==> src/rtl/noc_pkg.sv <==
// ---------------------------------------------------------------------------
// noc_pkg
// Shared definitions for the perm-to-NOC response transmitter (p2n_tx).
// Holds the FSM state encodings, the CMD byte field layout, the idle data
// value, response opcodes and small helpers to build a CMD byte and to
// decode the power-of-two length codes.
// Optional feature macro: P2N_CSUM_EN (adds the CSUM state encoding).
// ---------------------------------------------------------------------------
package noc_pkg;

  // FSM encodings. Each state names the byte that is currently on the wire.
  localparam logic [2:0] ST_IDLE = 3'd0;
  localparam logic [2:0] ST_CMD  = 3'd1;
  localparam logic [2:0] ST_DEST = 3'd2;
  localparam logic [2:0] ST_ADDR = 3'd3;
  localparam logic [2:0] ST_DATA = 3'd4;
`ifdef P2N_CSUM_EN
  localparam logic [2:0] ST_CSUM = 3'd5;
`endif

  // CMD byte layout: {alen[1:0], dlen[2:0], op[2:0]}
  localparam int ALEN_MSB = 7;
  localparam int DLEN_MSB = 5;
  localparam int OP_MSB   = 2;

  localparam logic [7:0] NOC_IDLE_DATA = 8'h00;

  // Response opcodes produced by the perm units
  localparam logic [2:0] OP_NOP      = 3'd0;
  localparam logic [2:0] OP_RD_RSP   = 3'd1;
  localparam logic [2:0] OP_WR_ACK   = 3'd2;
  localparam logic [2:0] OP_PERM_RSP = 3'd3;
  localparam logic [2:0] OP_ERR_RSP  = 3'd7;

  // Length codes are log2 of the byte count; 7 gives 128, which still fits.
  function automatic logic [7:0] len_from_code(input logic [2:0] code);
    return 8'd1 << code;
  endfunction

  function automatic logic [7:0] make_cmd(input logic [1:0] alen,
                                          input logic [2:0] dlen,
                                          input logic [2:0] op);
    logic [7:0] cmd;
    cmd = '0;
    cmd[ALEN_MSB -: 2] = alen;
    cmd[DLEN_MSB -: 3] = dlen;
    cmd[OP_MSB   -: 3] = op;
    return cmd;
  endfunction

endpackage

==> src/rtl/rr_arb.sv <==
// ---------------------------------------------------------------------------
// rr_arb
// Combinational round-robin arbiter core. Grants the first requester at or
// after ptr, wrapping modulo NSRC. The pointer register lives in the parent.
// Ports:
//   req  [NSRC-1:0]  request vector
//   ptr  [PW-1:0]    highest-priority index for this arbitration
//   en               arbitration allowed this cycle; gnt is zero otherwise
//   gnt  [NSRC-1:0]  one-hot grant
// ---------------------------------------------------------------------------
module rr_arb #(
  parameter int NSRC = 4,
  parameter int PW   = (NSRC > 1) ? $clog2(NSRC) : 1
) (
  input  logic [NSRC-1:0] req,
  input  logic [PW-1:0]   ptr,
  input  logic            en,
  output logic [NSRC-1:0] gnt
);

  // Walk offsets from farthest to nearest so the requester closest to ptr
  // is the last (winning) assignment.
  always_comb begin
    gnt = '0;
    if (en) begin
      for (int i = NSRC - 1; i >= 0; i--) begin
        if (|(req & (NSRC'(1) << ((int'(ptr) + i) % NSRC)))) begin
          gnt = NSRC'(1) << ((int'(ptr) + i) % NSRC);
        end
      end
    end
  end

endmodule

==> src/rtl/p2n_tx.sv <==
// ---------------------------------------------------------------------------
// p2n_tx
// Response-direction NOC transmitter. Arbitrates round-robin between NSRC
// perm units and serializes one response at a time as a byte-stream packet:
//   CMD (ctl=1), DEST, Alen ADDR bytes (LSB first), Dlen DATA bytes (ctl=0),
//   then ctl=1 / data=0 for at least IDLE_MIN cycles.
// Optional feature macro: P2N_CSUM_EN -- appends one XOR checksum byte
// (CMD ^ DEST ^ ADDR ^ DATA) with ctl=0 after the last DATA byte.
// Ports:
//   clk, rst                 clock, asynchronous active-low reset
//   req      [NSRC]          source has a complete response
//   gnt      [NSRC]          one-hot, header latched in this cycle
//   hdr_op/alen/dlen/dest/addr  per-source header fields
//   pld_rd   [NSRC]          one-hot payload pop to the granted source
//   pld_data [NSRC*8]        show-ahead payload bytes
//   noc_from_dev_ctl/data    registered NOC outputs
//   busy                     packet in progress
// ---------------------------------------------------------------------------
module p2n_tx
  import noc_pkg::*;
#(
  parameter int NSRC     = 4,
  parameter int IDLE_MIN = 1
) (
  input  logic              clk,
  input  logic              rst,
  input  logic [NSRC-1:0]   req,
  output logic [NSRC-1:0]   gnt,
  input  logic [NSRC*3-1:0] hdr_op,
  input  logic [NSRC*2-1:0] hdr_alen,
  input  logic [NSRC*3-1:0] hdr_dlen,
  input  logic [NSRC*8-1:0] hdr_dest,
  input  logic [NSRC*64-1:0] hdr_addr,
  output logic [NSRC-1:0]   pld_rd,
  input  logic [NSRC*8-1:0] pld_data,
  output logic              noc_from_dev_ctl,
  output logic [7:0]        noc_from_dev_data,
  output logic              busy
);

  localparam int PW = (NSRC > 1) ? $clog2(NSRC) : 1;

  logic [2:0]      state;
  logic [PW-1:0]   rr_ptr;
  logic [PW-1:0]   src_q;
  logic [3:0]      idle_cnt;
  logic [7:0]      cnt;
  logic [1:0]      alen_q;
  logic [2:0]      dlen_q;
  logic [7:0]      dest_q;
  logic [63:0]     addr_sr;
  logic            ctl_q;
  logic [7:0]      data_q;
`ifdef P2N_CSUM_EN
  logic [7:0]      csum_q;
`endif

  logic            arb_en;
  logic [NSRC-1:0] arb_gnt;
  logic [PW-1:0]   sel_idx;
  logic [2:0]      sel_op;
  logic [1:0]      sel_alen;
  logic [2:0]      sel_dlen;
  logic [7:0]      sel_dest;
  logic [63:0]     sel_addr;
  logic [PW-1:0]   next_ptr;
  logic            pop;
  logic [7:0]      pld_byte;

  assign arb_en = (state == ST_IDLE) && (idle_cnt == 4'd0);

  rr_arb #(.NSRC(NSRC), .PW(PW)) u_arb (
    .req (req),
    .ptr (rr_ptr),
    .en  (arb_en),
    .gnt (arb_gnt)
  );

  assign gnt = arb_gnt;

  // Header mux for the source being granted this cycle
  always_comb begin
    sel_idx  = '0;
    sel_op   = '0;
    sel_alen = '0;
    sel_dlen = '0;
    sel_dest = '0;
    sel_addr = '0;
    for (int i = 0; i < NSRC; i++) begin
      if (arb_gnt[i]) begin
        sel_idx  = PW'(i);
        sel_op   = hdr_op[i*3 +: 3];
        sel_alen = hdr_alen[i*2 +: 2];
        sel_dlen = hdr_dlen[i*3 +: 3];
        sel_dest = hdr_dest[i*8 +: 8];
        sel_addr = hdr_addr[i*64 +: 64];
      end
    end
  end

  assign next_ptr = (sel_idx == PW'(NSRC - 1)) ? '0 : sel_idx + PW'(1);

  // The first payload byte is popped while the last ADDR byte is on the
  // wire so that it is registered out the following cycle; each further
  // DATA cycle pops the next one until the count runs out.
  assign pop = ((state == ST_ADDR) && (cnt == 8'd0)) ||
               ((state == ST_DATA) && (cnt != 8'd0));

  always_comb begin
    pld_byte = '0;
    pld_rd   = '0;
    for (int i = 0; i < NSRC; i++) begin
      if (src_q == PW'(i)) begin
        pld_byte  = pld_data[i*8 +: 8];
        pld_rd[i] = pop;
      end
    end
  end

  assign noc_from_dev_ctl  = ctl_q;
  assign noc_from_dev_data = data_q;
  assign busy              = (state != ST_IDLE);

  // Main FSM and output registers. The idle counter is reloaded with
  // IDLE_MIN-1 because the first idle byte is already on the wire when the
  // reload happens; the grant lands in the last idle cycle so the CMD byte
  // follows exactly IDLE_MIN idle cycles.
  always_ff @(posedge clk or negedge rst) begin
    if (!rst) begin
      state    <= ST_IDLE;
      rr_ptr   <= '0;
      src_q    <= '0;
      idle_cnt <= 4'(IDLE_MIN);
      cnt      <= '0;
      alen_q   <= '0;
      dlen_q   <= '0;
      dest_q   <= '0;
      addr_sr  <= '0;
      ctl_q    <= 1'b1;
      data_q   <= NOC_IDLE_DATA;
`ifdef P2N_CSUM_EN
      csum_q   <= '0;
`endif
    end else begin
      case (state)
        ST_IDLE: begin
          if (idle_cnt != 4'd0) begin
            idle_cnt <= idle_cnt - 4'd1;
          end else if (|arb_gnt) begin
            rr_ptr  <= next_ptr;
            src_q   <= sel_idx;
            alen_q  <= sel_alen;
            dlen_q  <= sel_dlen;
            dest_q  <= sel_dest;
            addr_sr <= sel_addr;
            ctl_q   <= 1'b1;
            data_q  <= make_cmd(sel_alen, sel_dlen, sel_op);
`ifdef P2N_CSUM_EN
            csum_q  <= make_cmd(sel_alen, sel_dlen, sel_op);
`endif
            state   <= ST_CMD;
          end
        end
        ST_CMD: begin
          ctl_q  <= 1'b0;
          data_q <= dest_q;
`ifdef P2N_CSUM_EN
          csum_q <= csum_q ^ dest_q;
`endif
          state  <= ST_DEST;
        end
        ST_DEST: begin
          data_q  <= addr_sr[7:0];
          addr_sr <= addr_sr >> 8;
          cnt     <= len_from_code({1'b0, alen_q}) - 8'd1;
`ifdef P2N_CSUM_EN
          csum_q  <= csum_q ^ addr_sr[7:0];
`endif
          state   <= ST_ADDR;
        end
        ST_ADDR: begin
          if (cnt == 8'd0) begin
            data_q <= pld_byte;
            cnt    <= len_from_code(dlen_q) - 8'd1;
`ifdef P2N_CSUM_EN
            csum_q <= csum_q ^ pld_byte;
`endif
            state  <= ST_DATA;
          end else begin
            data_q  <= addr_sr[7:0];
            addr_sr <= addr_sr >> 8;
            cnt     <= cnt - 8'd1;
`ifdef P2N_CSUM_EN
            csum_q  <= csum_q ^ addr_sr[7:0];
`endif
          end
        end
        ST_DATA: begin
          if (cnt != 8'd0) begin
            data_q <= pld_byte;
            cnt    <= cnt - 8'd1;
`ifdef P2N_CSUM_EN
            csum_q <= csum_q ^ pld_byte;
`endif
          end else begin
`ifdef P2N_CSUM_EN
            data_q   <= csum_q;
            state    <= ST_CSUM;
`else
            ctl_q    <= 1'b1;
            data_q   <= NOC_IDLE_DATA;
            idle_cnt <= 4'(IDLE_MIN - 1);
            state    <= ST_IDLE;
`endif
          end
        end
`ifdef P2N_CSUM_EN
        ST_CSUM: begin
          ctl_q    <= 1'b1;
          data_q   <= NOC_IDLE_DATA;
          idle_cnt <= 4'(IDLE_MIN - 1);
          state    <= ST_IDLE;
        end
`endif
        default: begin
          ctl_q  <= 1'b1;
          data_q <= NOC_IDLE_DATA;
          state  <= ST_IDLE;
        end
      endcase
    end
  end

endmodule

==> config.mk <==
export PLATFORM = sky130hd
export DESIGN_NAME = p2n_tx
export DESIGN_NICKNAME = d
export VERILOG_FILES = /design/src/rtl/noc_pkg.sv /design/src/rtl/rr_arb.sv /design/src/rtl/p2n_tx.sv
export SDC_FILE = /design/constraint.sdc
export NUM_CORES = 1
export LEC_CHECK = 0
export CELL_PAD_IN_SITES_DETAIL_PLACEMENT = 1
export CELL_PAD_IN_SITES_GLOBAL_PLACEMENT = 1
export CORE_MARGIN = 5
export CORE_UTILIZATION = 31
export CTS_BUF_LIST = sky130_fd_sc_hd__clkbuf_4
export DETAILED_ROUTE_END_ITERATION = 7
export HOLD_SLACK_MARGIN = 0.1
export PLACE_DENSITY = 0.95
export SETUP_SLACK_MARGIN = 0.5
export SYNTH_ARGS = -nofsm -noshare
export SYNTH_HDL_FRONTEND = slang
export SYNTH_SLANG_ARGS = --single-unit
==> constraint.sdc <==
create_clock -name clk -period 4.67 [get_ports clk]
set_input_delay 0.467 -clock clk [delete_from_list [all_inputs] [get_ports clk]]
set_output_delay 0.467 -clock clk [all_outputs]
set_load 0.005 [all_outputs]
==> results_dict.tcl <==
set metrics [dict create \
    drc 4 \
    final_cells 1453 \
    syn_area_um2 7160 \
    finalMaxSlewViolations 0 \
    drive_gt1_share_pct 5.57 \
    crit_start "idle_cnt[1]" \
    fp.dieH_um 162 \
    worstPathCellList "inv_1, ha_1, nor3b_2, and2_2, buf_4, o211a_2, clkdlybuf4s50_1" \
    ys_seq_area_share_pct 36.7 \
    htree_levels 3 \
    dpl.cell_count 1435 \
    die_w_um 162 \
    yosys.area.top_type "dfrtp_1" \
    via_count 8524 \
    yosysUniqueCellTypes 60 \
    max-cap-violations 0 \
    crit_path_end_kind "output pin" \
    dieArea_um2 26300 \
    final-hold-violation-count 0 \
    ys_ff_latch 105 \
    place_area_um2 11100 \
    leakagePower_nw 4.55 \
    violations "DRC" \
    ant_nets 0 \
    crit_arrival_ps 3260 \
    layout_common_cells "374 x clkdlybuf4s50_1, 124 x nand2_1, 103 x dfrtp_1" \
    antenna_found_initial 2 \
    cts.path.max_buffers 2 \
    finish.net_count 1525 \
    synthArstFlopShare_pct 100 \
    first_pass_iters 8 \
    gp_congestion 0.873 \
    regArea_um2 2630 \
    rows 55 \
    criticalPathCategory "reg -> out" \
    critPathMaxStageDelay_ps 610 \
    wire_per_inst_um 24.2 \
    initial_core_util_pct 31.5 \
    p_total_w 0.00579 \
    syn_to_final_growth_pct 56.8 \
    period_needed_ps 3720 \
    rsz0062_at_grt "no" \
    core_area_um2 22700 \
    mostFrequentLayoutCell "clkdlybuf4s50_1" \
    synth_top_area_share_pct 36.0 \
    relSlewSlack_pct 36.1 \
    dominantRegCellSynth "dfrtp_1" \
    tightestPinTransition_ps 959 \
    r2r_start "idle_cnt[1]" \
    hpwl_um 27600 \
    wirelength_um 35200 \
    min_path_type "reg -> reg" \
    fillerInstances 2623 \
    ys_warn_count 0 \
    synth_edf_count 0 \
    fmax_ghz 0.269 \
    grt_max_degree 122 \
    syn_avg_cell_area_um2 8.56 \
    fin_crit_sh_pct 79.7 \
    root_buffer "clkbuf_4" \
    worstSetupStartpointType "flip-flop" \
    viasPerCell 5.87 \
    grt_pass1_wl_um 52800 \
    clk_pin_slew_ps 170 \
    cts.sinks 105 \
    clock_latency_ps 480 \
    cp_data_required_time_ps 4200 \
    ir_drop_v 0.000379 \
    grt.overflow.total 0 \
    powerDensity_nw_per_um2 516 \
    cts_tree "yes" \
    grt_pass1_vias 9330 \
    worst_r2r_path_depth 10 \
    multi_input_area_um2 4120 \
    finalSetupViolCount 0 \
    r2r-end "addr_sr[10]" \
    fin_skew_ps 28.5 \
    r2r_slack_ps 1360 \
    first_iter_violations 627 \
    synth_area_leaders "dfrtp_1 36%, a221o_1 8.4%, a22o_1 7.1%, nand2_1 6.5%, o31ai_1 6.5%" \
    track_usage_pct 25.6 \
    postLayoutCoreUtil_pct 49.5 \
    tns_ps 0 \
    ios 376 \
    synthCells 837 \
    syn_nets 1200 \
    outcome "finished, violations left" \
    crit_slowest_cell "buf_4" \
    portBuffers 375 \
    cts_buffers 9 \
    path_max_fanout 72 \
    stdcell_area_um2 11200 \
    crit_end "gnt[0]" \
]
## worst max-delay path: cells and delay by family (launching register included)
family                   cells  cell delay (ps)
buffers and inverters        3             1290
AND/OR/NAND/NOR              2              500
adder cells (fa/ha/maj)      1              140
AO/OA/AOI/OAI                1              370
flip-flops                   1              440
## synthesized netlist by cell type (4+ instances only)
cell	instances
buf_4	10
a222oi_1	17
or2_2	4
nor3_1	8
a221oi_1	15
o31ai_1	62
dfrtp_1	103
a21o_1	8
ha_1	5
a22o_1	58
nor2b_1	5
nand2b_1	5
buf_2	27
clkbuf_1	44
nor2_1	78
a211o_1	4
and2_1	4
a221o_1	60
o221ai_1	8
o311ai_0	4
mux2i_1	6
inv_1	13
nand2_1	124
nand3_1	14
o21ai_0	25
o22ai_1	6
a21oi_1	72
## final cells by class
cell class | instances | area share (%)
clock inverters | 5 | 0.579
repair buffers | 397 | 35.0
multi-input cells | 636 | 36.7
well taps | 285 | 3.17
diodes | 1 | 0.0223
clock buffers | 11 | 0.735
inverters | 13 | 0.434
flip-flops and latches | 105 | 23.4
## per-stage QoR
| step | hold WS (ps) | worst slack, ps |
|---|---|---|
| 5_1_grt | 530 | 755 |
| 2_1_floorplan | 171 | 2120 |
| 4_1_cts | 498 | 670 |
| 6_report | 507 | 946 |
| 3_5_place_dp | 469 | 1210 |
| 3_3_place_gp | 460 | 1240 |
## routing by layer
layer / share of wire (%) / up-vias / track usage [%]
li1: - / 3886 / -
met1: 38 / 4214 / 30.3
met2: 52 / 369 / 46.8
met3: 6.8 / 53 / 5.30
met4: 2.6 / 2 / 7.19
met5: 0.037 / - / 0
## worst min-delay path by stage
stage,startpoint,endpoint,slack [ps],cells past startpoint
after floorplan,rst,addr_sr[0],170,0
after global placement,noc_from_dev_data[1],noc_from_dev_data[1],460,1
after detailed placement,noc_from_dev_data[1],noc_from_dev_data[1],470,1
after CTS,hdr_dest[0],dest_q[0],500,3
after global routing,hdr_dest[4],dest_q[4],530,3
final,noc_from_dev_data[1],noc_from_dev_data[1],510,1
## cells by family after synthesis
family / Yosys count / synth area share [%]
and+or+nand+nor: 260 / 15.6
adders and majority gates: 5 / 0.873
muxes: 9 / 1.62
AOI/OAI and AO/OA: 359 / 38.6
DFF: 105 / 36.7
buffers and inverters: 96 / 6.13
xor gates and xnor gates: 3 / 0.367
## state kept, by name (all words and copies together), names as in the netlist
| register | count |
|---|---|
| addr_sr | 64 |
| alen_q | 2 |
| cnt | 8 |
| dest_q | 8 |
| dlen_q | 3 |
| idle_cnt | 4 |
| noc_from_dev_ctl | 1 |
| noc_from_dev_data | 8 |
| rr_ptr | 2 |
| src_q | 2 |
| state | 3 |
## power breakdown
part | leakage [nW] | switching [W] | total, W | internal [W]
clock | 0.0756 | 0.000327 | 0.000508 | 0.000181
combinational | 3.15 | 0.00202 | 0.00355 | 0.00153
sequential | 1.32 | 0.000400 | 0.00174 | 0.00134
## timing repair
action	4_1_cts	5_1_grt
hold buffers	1	0
endpoints found under the hold margin	23	0
resized for setup	0	1
setup endpoints to repair	0	2
setup buffers	0	0
Power figures use the tool's default switching activity.
